$ cat src/rtl/keypad_pkg.sv
// keypad_pkg: shared types and helpers for the 4x4 matrix keypad scanner.
// FSM state encoding, matrix geometry and column-pattern decoding.
package keypad_pkg;

    localparam int unsigned ROWS = 4;
    localparam int unsigned COLS = 4;
    localparam logic [ROWS-1:0] ROW_IDLE = 4'b1111;

    typedef enum logic [1:0] {
        SCAN,
        DEBOUNCE,
        PRESSED
    } state_e;

    // True when exactly one column is pulled low; anything else reads as "no key".
    function automatic logic col_is_single(input logic [COLS-1:0] col_n);
        int unsigned lows;
        lows = 0;
        for (int unsigned i = 0; i < COLS; i++) begin
            if (!col_n[i]) lows++;
        end
        return (lows == 1);
    endfunction

    // Index of the low column in an active-low one-hot pattern.
    function automatic logic [1:0] col_to_idx(input logic [COLS-1:0] col_n);
        logic [1:0] idx;
        idx = '0;
        for (int unsigned i = 0; i < COLS; i++) begin
            if (!col_n[i]) idx = 2'(i);
        end
        return idx;
    endfunction

endpackage

$ cat src/rtl/keypad_if.sv
// keypad_if: keypad matrix lines plus the decoded key output handshake.
// master = scanner side, slave = keypad/consumer side.
interface keypad_if;
    import keypad_pkg::*;

    logic [COLS-1:0] col_in;
    logic [ROWS-1:0] row_out;
    logic [3:0]      key_code;
    logic            key_valid;
    logic            key_held;

    modport master (
        input  col_in,
        output row_out,
        output key_code,
        output key_valid,
        output key_held
    );

    modport slave (
        output col_in,
        input  row_out,
        input  key_code,
        input  key_valid,
        input  key_held
    );

endinterface

$ cat src/rtl/keypad_slot_timer.sv
// keypad_slot_timer: free-running row-slot counter; slot_end_o marks the
// last cycle of each SCAN_DIV-cycle slot.
module keypad_slot_timer #(
    parameter int unsigned SCAN_DIV = 16
) (
    input  logic clk,
    input  logic rst,
    output logic slot_end_o
);

    localparam int unsigned CW = (SCAN_DIV > 1) ? $clog2(SCAN_DIV) : 1;

    logic [CW-1:0] cnt_q, cnt_d;

    assign slot_end_o = (cnt_q == CW'(SCAN_DIV - 1));

    // Next count: wrap to zero on the last cycle of the slot.
    always_comb begin
        cnt_d = cnt_q + CW'(1);
        if (slot_end_o) cnt_d = '0;
    end

    // Slot counter register.
    always_ff @(posedge clk) begin
        if (rst) cnt_q <= '0;
        else     cnt_q <= cnt_d;
    end

endmodule

$ cat src/rtl/keypad_scanner.sv
// keypad_scanner: drives one keypad row low per slot, samples the synchronized
// columns at slot end, debounces, and reports one key code with a 1-cycle strobe.
// Optional auto-repeat while a key is held: define KEYPAD_REPEAT_EN.
module keypad_scanner
    import keypad_pkg::*;
#(
    parameter int unsigned SCAN_DIV     = 16,
    parameter int unsigned DEBOUNCE_CNT = 4
`ifdef KEYPAD_REPEAT_EN
    ,
    parameter int unsigned REPEAT_DLY   = 64,
    parameter int unsigned REPEAT_PER   = 16
`endif
) (
    input  logic     clk,
    input  logic     rst,
    keypad_if.master kp
);

    localparam int unsigned DW = $clog2(DEBOUNCE_CNT + 1);
    localparam int unsigned RW = $clog2(ROWS);

    logic            slot_end;
    logic [COLS-1:0] sync1_q, sync2_q;
    state_e          state_q, state_d;
    logic [RW-1:0]   row_q, row_d;
    logic [COLS-1:0] pat_q, pat_d;
    logic [DW-1:0]   deb_q, deb_d;
    logic [3:0]      code_q, code_d;
    logic            valid_q, valid_d;
    logic            held_q, held_d;
    logic            key_ok;

`ifdef KEYPAD_REPEAT_EN
    localparam int unsigned RMAX = (REPEAT_DLY > REPEAT_PER) ? REPEAT_DLY : REPEAT_PER;
    localparam int unsigned RPW  = $clog2(RMAX + 1);

    logic [RPW-1:0] rep_q, rep_d;
    logic           rep_first_q, rep_first_d;
`endif

    keypad_slot_timer #(
        .SCAN_DIV (SCAN_DIV)
    ) u_slot_timer (
        .clk        (clk),
        .rst        (rst),
        .slot_end_o (slot_end)
    );

    assign key_ok = col_is_single(sync2_q);

    // Two-flop synchronizer for the asynchronous column inputs.
    always_ff @(posedge clk) begin
        if (rst) begin
            sync1_q <= ROW_IDLE;
            sync2_q <= ROW_IDLE;
        end else begin
            sync1_q <= kp.col_in;
            sync2_q <= sync1_q;
        end
    end

    // Next-state and output decode; only slot_end samples move the FSM.
    always_comb begin
        state_d = state_q;
        row_d   = row_q;
        pat_d   = pat_q;
        deb_d   = deb_q;
        code_d  = code_q;
        valid_d = 1'b0;
        held_d  = held_q;
`ifdef KEYPAD_REPEAT_EN
        rep_d       = rep_q;
        rep_first_d = rep_first_q;
`endif
        if (slot_end) begin
            unique case (state_q)
                SCAN: begin
                    if (key_ok) begin
                        pat_d   = sync2_q;
                        deb_d   = DW'(1);
                        state_d = DEBOUNCE;
                    end else begin
                        row_d = row_q + RW'(1);
                    end
                end
                DEBOUNCE: begin
                    if (sync2_q == pat_q) begin
                        deb_d = deb_q + DW'(1);
                        if ((deb_q + DW'(1)) == DW'(DEBOUNCE_CNT)) begin
                            state_d = PRESSED;
                            code_d  = {row_q, col_to_idx(pat_q)};
                            valid_d = 1'b1;
                            held_d  = 1'b1;
                            deb_d   = '0;
                        end
                    end else begin
                        state_d = SCAN;
                        row_d   = row_q + RW'(1);
                        deb_d   = '0;
                    end
                end
                PRESSED: begin
                    // Any valid pattern, even a different key, restarts the release count.
                    if (key_ok) begin
                        deb_d = '0;
                    end else begin
                        deb_d = deb_q + DW'(1);
                    end
                    if (!key_ok && ((deb_q + DW'(1)) == DW'(DEBOUNCE_CNT))) begin
                        state_d = SCAN;
                        row_d   = row_q + RW'(1);
                        held_d  = 1'b0;
                        deb_d   = '0;
`ifdef KEYPAD_REPEAT_EN
                        rep_d       = '0;
                        rep_first_d = 1'b0;
`endif
                    end else begin
`ifdef KEYPAD_REPEAT_EN
                        // First repeat after REPEAT_DLY slots, then every REPEAT_PER slots.
                        rep_d = rep_q + RPW'(1);
                        if ((!rep_first_q && ((rep_q + RPW'(1)) == RPW'(REPEAT_DLY))) ||
                            ( rep_first_q && ((rep_q + RPW'(1)) == RPW'(REPEAT_PER)))) begin
                            valid_d     = 1'b1;
                            rep_d       = '0;
                            rep_first_d = 1'b1;
                        end
`endif
                    end
                end
                default: begin
                    state_d = SCAN;
                end
            endcase
        end
    end

    // State and datapath registers.
    always_ff @(posedge clk) begin
        if (rst) begin
            state_q <= SCAN;
            row_q   <= '0;
            pat_q   <= ROW_IDLE;
            deb_q   <= '0;
            code_q  <= '0;
            valid_q <= 1'b0;
            held_q  <= 1'b0;
        end else begin
            state_q <= state_d;
            row_q   <= row_d;
            pat_q   <= pat_d;
            deb_q   <= deb_d;
            code_q  <= code_d;
            valid_q <= valid_d;
            held_q  <= held_d;
        end
    end

`ifdef KEYPAD_REPEAT_EN
    // Auto-repeat slot counter, idle outside PRESSED.
    always_ff @(posedge clk) begin
        if (rst) begin
            rep_q       <= '0;
            rep_first_q <= 1'b0;
        end else begin
            rep_q       <= rep_d;
            rep_first_q <= rep_first_d;
        end
    end
`endif

    assign kp.row_out   = ROW_IDLE & ~(4'b0001 << row_q);
    assign kp.key_code  = code_q;
    assign kp.key_valid = valid_q;
    assign kp.key_held  = held_q;

endmodule

$ cat src/flat_wrapper.sv
// flat-port wrapper written by rule: the top's interface ports become plain ports
module keypad_scanner_flat import keypad_pkg::*;
#(
    parameter int unsigned SCAN_DIV     = 16,
    parameter int unsigned DEBOUNCE_CNT = 4

)
  (clk, rst, kp_col_in, kp_row_out, kp_key_code, kp_key_valid, kp_key_held);
  keypad_if kp_i ();
  input  logic clk;
  input  logic rst;
  input wire logic [$bits(kp_i.col_in)-1:0] kp_col_in;
  output wire logic [$bits(kp_i.row_out)-1:0] kp_row_out;
  output wire logic [$bits(kp_i.key_code)-1:0] kp_key_code;
  output wire logic [$bits(kp_i.key_valid)-1:0] kp_key_valid;
  output wire logic [$bits(kp_i.key_held)-1:0] kp_key_held;
  assign kp_i.col_in = kp_col_in;
  assign kp_row_out = kp_i.row_out;
  assign kp_key_code = kp_i.key_code;
  assign kp_key_valid = kp_i.key_valid;
  assign kp_key_held = kp_i.key_held;
  keypad_scanner #(.SCAN_DIV(SCAN_DIV), .DEBOUNCE_CNT(DEBOUNCE_CNT)) u_core (.clk(clk), .rst(rst), .kp(kp_i));
endmodule
$ cat config.mk
export PLATFORM = sky130hd
export DESIGN_NAME = keypad_scanner_flat
export DESIGN_NICKNAME = d
export VERILOG_FILES = /design/src/rtl/keypad_pkg.sv /design/src/rtl/keypad_if.sv /design/src/rtl/keypad_slot_timer.sv /design/src/rtl/keypad_scanner.sv /design/src/flat_wrapper.sv
export SDC_FILE = /design/constraint.sdc
export NUM_CORES = 1
export LEC_CHECK = 0
export ABC_AREA = 0
export BUFFER_PORTS_ARGS = -buffer_cell sky130_fd_sc_hd__buf_2
export CAP_MARGIN = 20
export CELL_PAD_IN_SITES_DETAIL_PLACEMENT = 0
export CELL_PAD_IN_SITES_GLOBAL_PLACEMENT = 1
export CORE_MARGIN = 2
export CORE_UTILIZATION = 44
export DETAILED_ROUTE_END_ITERATION = 6
export GPL_TIMING_DRIVEN = 1
export HOLD_SLACK_MARGIN = 0.15
export MAX_ROUTING_LAYER = met4
export PLACE_DENSITY = 0.88
export SLEW_MARGIN = 20
export SYNTH_ARGS = -nofsm -noshare
export SYNTH_HDL_FRONTEND = slang
export SYNTH_SLANG_ARGS = --single-unit
$ cat constraint.sdc
create_clock -name clk -period 3.1 [get_ports clk]
set_input_delay 0.31 -clock clk [delete_from_list [all_inputs] [get_ports clk]]
set_output_delay 0.31 -clock clk [all_outputs]
set_load 0.01 [all_outputs]
# Word level (Yosys, flattened, before mapping)
# Index checks and enable logic that the tools add are counted.
classes:
  add_sub_neg: 6
  eq_ne: 13
  n_shift: 1
  n_mux: 27
  bitwise: 4
  n_reduce_logical: 13
ops:
  columns: ["op", "n"]
  rows:
  - ["two-way mux 32 bit", 3]
  - ["adder 32 x 1 -> 32 bit (second input constant)", 2]
  - ["equality test 32 x 1 -> 1 bit (second input constant)", 1]
  - ["two-way mux 2 bit", 9]
  - ["two-way mux 3 bit", 5]
  - ["one-hot mux 2 bit (3 select lines)", 2]
  - ["AND reduction 5 bit", 2]
  - ["one-hot mux 3 bit (3 select lines)", 1]
  - ["inequality test 2 x 1 -> 1 bit (second input constant)", 4]
  - ["AND reduction 4 bit", 2]
  - ["two-way mux 1 bit", 6]
  - ["AND reduction 3 bit", 2]
  - ["adder 4 x 1 -> 4 bit (second input constant)", 1]
  - ["equality test 4 bit", 1]
  - ["equality test 4 bit (second input constant)", 1]
  - ["inequality test 2 bit (second input constant)", 2]
  - ["NOT 4 bit", 1]
  - ["OR reduction 4 bit", 1]
  - ["left shift 1 x 2 -> 4 bit (first input constant)", 1]
  - ["adder 3 x 1 -> 3 bit (second input constant)", 1]
  - ["equality test 3 bit (second input constant)", 1]
  - ["inequality test 3 bit (second input constant)", 1]
  - ["NOT 1 bit", 3]
  - ["nonzero test 3 bit", 1]
  - ["other kinds (10)", 10]
totals:
  ff_bits: 29
  wordCells: 74

# Logic depth before layout (Yosys ltp)
# Gate-level depths: netlist (run 1).
logic_depth:
  ltp_word: 12
  depth_mapped: 10
  ltp_nobuf: 10

# Cells and area by module
# A second synthesis (run 1) with hierarchy kept.
unflattened:
  hier_cells: 166
  area_unflattened_um2: 1599.0
modules_own_cells:
  columns: ["mod", "instances", "cells_per_inst", "area_each_um2", "seq_area_each_um2"]
  rows:
  - ["keypad_scanner", 1, 151, 1437.6, 500.5]
  - ["keypad_slot_timer", 1, 15, 161.4, 80.1]

# Worst setup path before layout (run 1)
# OpenSTA, ideal clock, no wires.
synth_timing:
  kind: "flip-flop to flip-flop"
  start: "reg u_core.sync2_q[0]"
  end: "reg u_core.row_q[0]"
  arrival_time_ns: 2.654
  slack_ns: 0.325
  stages_incl_launch_ff: 11
  period_less_slack_ns: 2.775
  cell_sequence: "dfxtp_1 > inv_1 > ha_1 > buf_6 > xnor2_1 > ha_1 > or2_0 > mux4_2 > o31a_1 > o211a_1 > mux2_4"
synth_between:
  elab_chain_cells: 12
  word_cells_on_any_way: 15
  classes_between: "add/sub (3); eq/ne (5); mux (4); reduce/logical (3)"
synth_lines:
  columns: ["element", "line_no", "text"]
  rows:
  - ["start: declaration", "keypad_scanner.sv:24", "logic [COLS-1:0] sync1_q, sync2_q;"]
  - ["start signal: assignment", "keypad_scanner.sv:59", "sync2_q <= sync1_q;"]
  - ["two-way mux 1 bit", "keypad_pkg.sv:20", "if (!col_n[i]) lows++;"]
  - ["adder 1 x 1 -> 2 bit", "keypad_pkg.sv:20", null]
  - ["two-way mux 32 bit", "keypad_pkg.sv:20", null]
  - ["adder 32 x 1 -> 32 bit", "keypad_pkg.sv:20", null]
  - ["two-way mux 32 bit", "keypad_pkg.sv:20", null]
  - ["adder 32 x 1 -> 32 bit", "keypad_pkg.sv:20", null]
  - ["two-way mux 32 bit", "keypad_pkg.sv:20", null]
  - ["equality test 32 x 1 -> 1 bit", "keypad_pkg.sv:22", "return (lows == 1);"]
  - ["logical NOT 1 bit", "keypad_scanner.sv:110", "if (!key_ok && ((deb_q + DW'(1)) == DW'(DEBOUNCE_CNT))) begin"]
  - ["logical AND 1 bit", "keypad_scanner.sv:110", null]
  - ["inequality test 2 x 1 -> 1 bit (no line)", null, null]
  - ["AND reduction 5 bit (no line) *", null, null]
  - ["end signal: assignment", "keypad_scanner.sv:151", "row_q <= row_d;"]
  - ["end: declaration", "keypad_scanner.sv:26", "logic [RW-1:0] row_q, row_d;"]
# Every way passes the cells marked *; elsewhere a longest branch is shown, timed or not.
# A chain may end at the register's enable or synchronous reset.

# Worst setup path in the final report (run 1)
layout_timing:
  start: "reg u_core.sync2_q[0]"
  end: "reg u_core.state_q[1]"
layout_between:
  elab_chain_cells: 12
  word_cells_on_any_way: 17
  classes_between: "add/sub (3); eq/ne (5); mux (6); reduce/logical (3)"
layout_lines:
  columns: ["element", "line_no", "text"]
  rows:
  - ["two-way mux 1 bit", "keypad_pkg.sv:20", null]
  - ["adder 1 x 1 -> 2 bit", "keypad_pkg.sv:20", null]
  - ["two-way mux 32 bit", "keypad_pkg.sv:20", null]
  - ["adder 32 x 1 -> 32 bit", "keypad_pkg.sv:20", null]
  - ["two-way mux 32 bit", "keypad_pkg.sv:20", null]
  - ["adder 32 x 1 -> 32 bit", "keypad_pkg.sv:20", null]
  - ["two-way mux 32 bit", "keypad_pkg.sv:20", null]
  - ["equality test 32 x 1 -> 1 bit", "keypad_pkg.sv:22", null]
  - ["logical NOT 1 bit", "keypad_scanner.sv:110", null]
  - ["logical AND 1 bit", "keypad_scanner.sv:110", null]
  - ["inequality test 2 x 1 -> 1 bit (no line)", null, null]
  - ["AND reduction 4 bit (no line)", null, null]
  - ["end signal: assignment", "keypad_scanner.sv:150", "state_q <= state_d;"]
  - ["end: declaration", "keypad_scanner.sv:25", "state_e state_q, state_d;"]
# Several ways; a longest one is shown, not always the timed one.

==> results.txt, run 1 <==
total global-route track usage - 15.92%
slack of the critical path - 0.1738 ns
Final ANT Viol Nets - 0
syn nets - 189
FMAX - 341.7 MHz
Crit. End Element - register
setup TNS - 0 ns
Synth top area share - 36.74%
Avg Cell Area, Syn - 9.406 um2
CP required - 3.34 ns
async set-reset flop share out of synthesis - 0%
antenna cells - 0
wire per inst - 11.72 um
worst-skew pair later-pin latency - 0.34 ns
Place WS - 0.1820 ns
Synth Register Bits - 29
dpl hpwl - 2006 um
final worst-path cycle share - 94.39%
vias in the first global route - 1158
clk_skew - 0.008305 ns
Cell Int Power - 0.6041 mW
PD cells - 424.7 nW/um2
Routed met3 length - 80 um
DR pass1 iterations - 4
CP Capture Point - u_core.state_q[1]$_SDFFE_PP0P_
DR top layer - met4
Worst Tran Pin Value - 0.5198 ns
max-cap check violation count - 0
htree depth - 2
setup violators final - 0
Area Overhead vs Synth - 14.65%
pin count of the biggest net entering global routing - 34
Syn Std Cell Area - 1580 um2
RSZ-0062 raised after global routing - no
top cell type by total area after synthesis - dfxtp_1
VDD IR max - 0.2695 mV
sequential cell area fraction in the yosys report - 36.74%
crit path from - u_core.sync2_q[0]$_SDFF_PP1_
post_cts resized - 0
Worst Path Arrival - 3.16 ns
synth top area cells - dfxtp_1 (37%), ha_1 (12%), inv_1 (4.5%), nor2_1 (3.3%), mux2i_1 (3.2%)
CTS Sinks - 29
Comb power frac - 8.1%
Die X - 63.93 um
met2 routed WL - 1385 um
Die ar. - 4087 um2
IO Port Bufs - 15
Fin. Hold Viols - 0
Via density - 4.966
EDFF count, synth - 0
CTS tree - yes
most frequent cells after synthesis - dfxtp_1 (29), inv_1 (19), ha_1 (15), nor2_1 (14)
r2r endpoint - u_core.state_q[1]$_SDFFE_PP0P_
Flop pwr share - 50.2%
Slew Limit Fails - 0
I/O pin total - 16
post-synthesis cell type count - 45
first-pass GRT wire length - 4857 um
Post-CTS Setup Bufs - 0
Setup CP Type - register to register
most numerous cell in the Yosys netlist - dfxtp_1
worst-path maximum fanout - 10
total grt overflow - 0
drt total wl - 2765 um
Die H - 63.93 um
Tmin final - 2.926 ns
# hold bufs at CTS - 4
clock power share - 41.7%
Final Wtd Congestion - 0.8698
layout cells sized above 1 - 18.95%
Cells after Synth - 168
leakage - 0.8192 nW
Sw Share - 21.48%
Fin Hold WS - 0.4130 ns
Clock transition at path regs - 0.09 ns
Clock Tree Root - clkbuf_4
Min-Delay Path Class - register to register
met1 WL - 1238 um
status - completed
vias after detailed routing - 1172
row count - 21
initial drt markers - 69
initial antenna violation count - 0
total core area - 3390 um2
DRC viols - 0
flop-to-flop setup slack - 0.17 ns
NetSw - 0.1653 mW
Rel. slew slack - 65.34%
CTS max path bufs - 2
dominant register cell in the synthesized netlist - dfxtp_1
Ys Warns - 0
final layout net count - 210
R2R Path Start - u_core.sync2_q[0]$_SDFF_PP1_
Starting Density - 46.62%
CTS Buf Count - 5
Core Util, Final - 53.45%
R2R depth - 9
startpoint types - register
-- metrics by stage --
step | area (um2) | power, mW | std cells
after CTS | 1812 | 0.7782 | 236
after floorplan | 1580 | 0.4422 | 168
after global placement | 1687 | 0.4492 | 224
after global routing | 1812 | 0.7999 | 236
final | 1812 | 0.7694 | 236
after detailed placement | 1687 | 0.4538 | 224
-- power groups by stage --
stage	combinational [mW]	sequential (mW)	clock (mW)
after floorplan	0.0485	0.394	0
after global placement	0.0546	0.395	0
after detailed placement	0.0585	0.395	0
after CTS	0.0625	0.386	0.329
after global routing	0.0694	0.388	0.343
final	0.0620	0.386	0.321
-- worst max-delay path: stages (launching register included) --
cell and delay, ns:
dfxtp_1 0.37, inv_1 0.07, ha_1 0.41, xnor2_1 0.17, ha_1 0.34, or2_0 0.21
mux4_2 0.49, o21ai_2 0.30, a41oi_1 0.16, a311oi_1 0.31
-- cells in the final DEF, fill, tap and decap left out, types with 2 or more instances in the layout --
cell type      count
a211o_1            4
xnor2_1            3
a22o_1             2
dlygate4sd3_1      4
inv_1             19
a211oi_1           2
nand4_1            2
mux2i_1            5
o21ai_0            2
and3_1             2
nor2_1            14
or2_2              8
nand2_1            4
nand2b_1           8
buf_2             15
xor2_1             5
nand3b_1           2
mux4_2             2
dfxtp_1           29
nor2b_1            5
a21oi_1            7
clkbuf_4           5
ha_1              15
-- worst min path at each step --
| stage | startpoint | endpoint | slack [ns] | cells after the start |
|---|---|---|---|---|
| floorplan | u_core.sync1_q[0]$_SDFF_PP1_ | u_core.sync2_q[0]$_SDFF_PP1_ | 0.39 | 1 |
| global placement | u_core.sync1_q[3]$_SDFF_PP1_ | u_core.sync2_q[3]$_SDFF_PP1_ | 0.39 | 1 |
| CTS | u_core.sync1_q[3]$_SDFF_PP1_ | u_core.sync2_q[3]$_SDFF_PP1_ | 0.41 | 1 |
| detailed placement | u_core.sync1_q[3]$_SDFF_PP1_ | u_core.sync2_q[3]$_SDFF_PP1_ | 0.39 | 1 |
| global route | u_core.sync1_q[3]$_SDFF_PP1_ | u_core.sync2_q[3]$_SDFF_PP1_ | 0.43 | 1 |
| finish | u_core.sync1_q[3]$_SDFF_PP1_ | u_core.sync2_q[3]$_SDFF_PP1_ | 0.41 | 1 |
-- flip-flops by register name, indices dropped and copies added, names as in the netlist --
| register | cells |
|---|---|
| u_core.kp.key_code | 4 |
| u_core.pat_q | 4 |
| u_core.sync1_q | 4 |
| u_core.sync2_q | 4 |
| u_core.u_slot_timer.cnt_q | 4 |
| u_core.deb_q | 3 |
| u_core.row_q | 2 |
| u_core.state_q | 2 |
| u_core.kp.key_held | 1 |
| u_core.kp.key_valid | 1 |
-- per-layer routing --
metal	vias up	GRT usage (%)
met5	-	-
met4	0	8.152
met2	14	26.69
met3	8	4.754
met1	534	16.94
li1	616	-
-- kinds of logic (layout without fill, tap and decap cells) --
| kind of cell | Yosys count | in the layout | synth area share [%] |
|---|---|---|---|
| AO/OA/AOI/OAI | 29 | 29 | 13.62 |
| AND/OR/NAND/NOR | 54 | 54 | 19.48 |
| flip-flops | 29 | 29 | 36.74 |
| XOR/XNOR | 8 | 8 | 4.434 |
| buffers and inverters | 24 | 46 | 6.176 |
| adder cells (fa/ha/maj) | 15 | 15 | 11.88 |
| multiplexers | 9 | 9 | 7.680 |
-- cell type report --
cell class              count  area, um2
inverters                  19      71.32
multi-input cells         115      902.1
well taps                  46      57.56
clock buffers               7      55.05
clock inverters             1      30.03
flip-flops and latches     29      580.6
repair buffers             19      115.1
fillers                   303       1578
Power figures use the tool's default switching activity.
==> run 2: changes to the inputs <==
- ABC_AREA: 0 -> 1
- CORE_UTILIZATION: 44 -> 42
==> results.txt, run 2 <==
status - completed
Place WS - 0.9247 ns (+0.7427 ns)
Layout Cells excl Fill - 266 (+13%)
RSZ-0062 raised after global routing - no
vias after detailed routing - 1176 (+0.34%)
Die H - 64.07 um (+0.21%)
I/O pin total - 16 (unchanged)
max-cap check violation count - 0 (unchanged)
CP required - 3.32 ns (-0.02 ns)
EDFF count, synth - 0 (unchanged)
most frequent cells after synthesis - nand2_1 (34), inv_1 (30), dfxtp_1 (29), nor2_1 (23), ha_1 (15)
Slew Limit Fails - 0 (unchanged)
DR pass1 iterations - 4 (unchanged)
initial antenna violation count - 0 (unchanged)
total core area - 3390 um2 (unchanged)
multiplexer share of the synthesized area - 0% (-7.7 points)
row count - 21 (unchanged)
Tmin final - 2.235 ns (-0.6914 ns)
Rel. slew slack - 80.71% (+15 points)
Tot Pwr - 0.7649 mW (-0.59%)
slack of the critical path - 0.8652 ns (+0.6914 ns)
commonest non-fill, non-tap cell in the layout - nand2_1
IO Port Bufs - 15 (unchanged)
initial drt markers - 25 (-64%)
Crit. End Element - register
final worst-path cycle share - 72.09% (-22 points)
Final Wtd Congestion - 0.8253 (-5.1%)
leakage - 0.8822 nW (+7.7%)
Synth Area in Simple Gates - 29.07% (+9.6 points)
clk_skew - 0.01788 ns (+0.009578 ns)
Avg Cell Area, Syn - 7.770 um2 (-17%)
Min-Delay Path Class - primary input to register
total grt overflow - 0 (unchanged)
most frequent cells in the layout - nand2_1 (34), inv_1 (30), dfxtp_1 (29)
post_cts resized - 0 (unchanged)
Die X - 64.07 um (+0.21%)
main combinational cell family by area after synthesis - simple AND/OR/NAND/NOR gates
Die ar. - 4104 um2 (+0.42%)
VDD IR max - 0.2442 mV (-9.4%)
dpl hpwl - 1968 um (-1.9%)
wire per inst - 9.718 um (-17%)
Synth top area share - 38.32% (+1.6 points)
XOR/XNOR share of the synthesized area - 3.386% (-1.0 points)
Via density - 4.421 (-11%)
htree depth - 2 (unchanged)
post-synthesis cell type count - 28 (-38%)
startpoint types - register
R2R depth - 16 (+7)
flop-to-flop setup slack - 0.87 ns (+0.69 ns)
Clock transition at path regs - 0.11 ns (+0.02 ns)
antenna cells - 0 (unchanged)
DRC viols - 0 (unchanged)
Final ANT Viol Nets - 0 (unchanged)
setup violators final - 0 (unchanged)
top cell type by total area after synthesis - dfxtp_1
Area Overhead vs Synth - 16.76%
most numerous cell in the Yosys netlist - nand2_1
PD cells - 432.3 nW/um2 (+1.8%)
Ys Warns - 0 (unchanged)
Syn Std Cell Area - 1515 um2 (-4.1%)
CTS max path bufs - 2 (unchanged)
sequential cell area fraction in the yosys report - 38.32% (+1.6 points)
CTS tree - yes
pin count of the biggest net entering global routing - 19 (-44%)
layout cells sized above 1 - 20.91% (+2.0 points)
Setup CP Type - register to register
adder-cell share of the synthesized area - 12.39% (+0.51 points)
worst-skew pair later-pin latency - 0.33 ns (about the same)
FMAX - 447.5 MHz (+31%)
fill cell count - 335 (+11%)
CTS Buf Count - 5 (unchanged)
syn nets - 216 (+14%)
Starting Density - 44.70% (-1.9 points)
Post-CTS Setup Bufs - 0 (unchanged)
async set-reset flop share out of synthesis - 0% (unchanged)
vias in the first global route - 1120 (-3.3%)
setup TNS - 0 ns (unchanged)
synth top area cells - dfxtp_1 (38%), ha_1 (12%), nand2_1 (8.4%), inv_1 (7.4%), nor2_1 (5.7%)
Synth Register Bits - 29 (unchanged)
Worst Path Arrival - 2.46 ns (-0.70 ns)
Worst Hold Path Cells - 2 (+1)
placed insts - 254 (+13%)
final instance area - 1769 um2 (-2.3%)
compound-cell area share of the yosys netlist - 8.423% (-5.2 points)
drt total wl - 2585 um (-6.5%)
Clock Tree Root - clkbuf_4
Area after DPL - 1640 um2 (-2.7%)
worst-path maximum fanout - 4 (-6)
Cells after Synth - 195 (+16%)
final layout net count - 240 (+14%)
first-pass GRT wire length - 4761 um (-2.0%)
dominant register cell in the synthesized netlist - dfxtp_1
total global-route track usage - 15.39% (-0.53 points)
Fin. Hold Viols - 0 (unchanged)
Worst Tran Pin Value - 0.2884 ns (-0.2314 ns)
CTS Sinks - 29 (unchanged)
run 2: kinds of logic (layout without fill, tap and decap cells):
| kind of cell | after synthesis | in the layout |
|---|---|---|
| and+or+nand+nor | 89 | 89 |
| buffers and inverters | 34 | 59 |
| DFF | 29 | 29 |
| AOI/OAI and AO/OA | 23 | 23 |
| adders and majority gates | 15 | 15 |
| xor gates and xnor gates | 5 | 5 |
run 2: where the power goes:
part	leakage (nW)	switching [mW]	internal, mW	total (mW)
clock	0.0445	0.137	0.192	0.328
combinational	0.601	0.0287	0.0221	0.0508
sequential	0.236	0.00526	0.380	0.386
total	0.882	0.171	0.594	0.765
run 2: area by class of cell:
class / count / area (um2) / area share, %
Tap cell: 46 / 57.56 / 3.253
Clock buffer: 6 / 51.30 / 2.900
Timing Repair Buffer: 19 / 115.1 / 6.506
Sequential cell: 29 / 580.6 / 32.81
Inverter: 32 / 120.1 / 6.789
Clock inverter: 2 / 37.54 / 2.122
Multi-Input combinational cell: 132 / 807.0 / 45.62
run 2: final timing paths:
check / start / endpoint
worst min register to register: u_core.sync1_q[1]$_SDFF_PP1_ / u_core.sync2_q[1]$_SDFF_PP1_
worst min-delay path: rst / u_core.kp.key_valid$_SDFF_PP0_
worst max-delay path: u_core.sync2_q[0]$_SDFF_PP1_ / u_core.row_q[0]$_SDFFE_PP0P_
worst max register to register: u_core.sync2_q[0]$_SDFF_PP1_ / u_core.row_q[0]$_SDFFE_PP0P_
run 2: per-layer routing:
| layer | track usage, % | part of all wire [%] |
|---|---|---|
| met4 | 8.152 | 1.4 |
| met1 | 19.05 | 51 |
| met2 | 23.18 | 44 |
| met3 | 3.697 | 3.3 |
| met5 | - | 0 |
run 2: critical path, stage by stage, from the launching register on:
cell     delay, ns
dfxtp_1       0.39
inv_1         0.07
ha_1          0.32
inv_1         0.06
nand2_1       0.05
nand2_2       0.09
inv_1         0.05
ha_1          0.19
inv_1         0.06
nor2_2        0.04
xor2_2        0.20
nand3_1       0.13
nand2_1       0.06
nor2_1        0.22
nand2_1       0.08
nand2_1       0.07
nor2_1        0.04
run 2: repair_timing:
| action | 4_1_cts | 5_1_grt |
|---|---|---|
| hold buffers | 4 | 0 |
| setup endpoints to repair | 0 | 0 |
| endpoints found under the hold margin | 4 | 0 |
run 2: per-stage QoR:
step	hold WS [ns]	util [%]
after global routing	0.3256	52.20
after detailed placement	0.3948	48.39
after floorplan	0.3895	-
final	0.3262	52.20
after global placement	0.3905	48.39
after CTS	0.3231	52.20
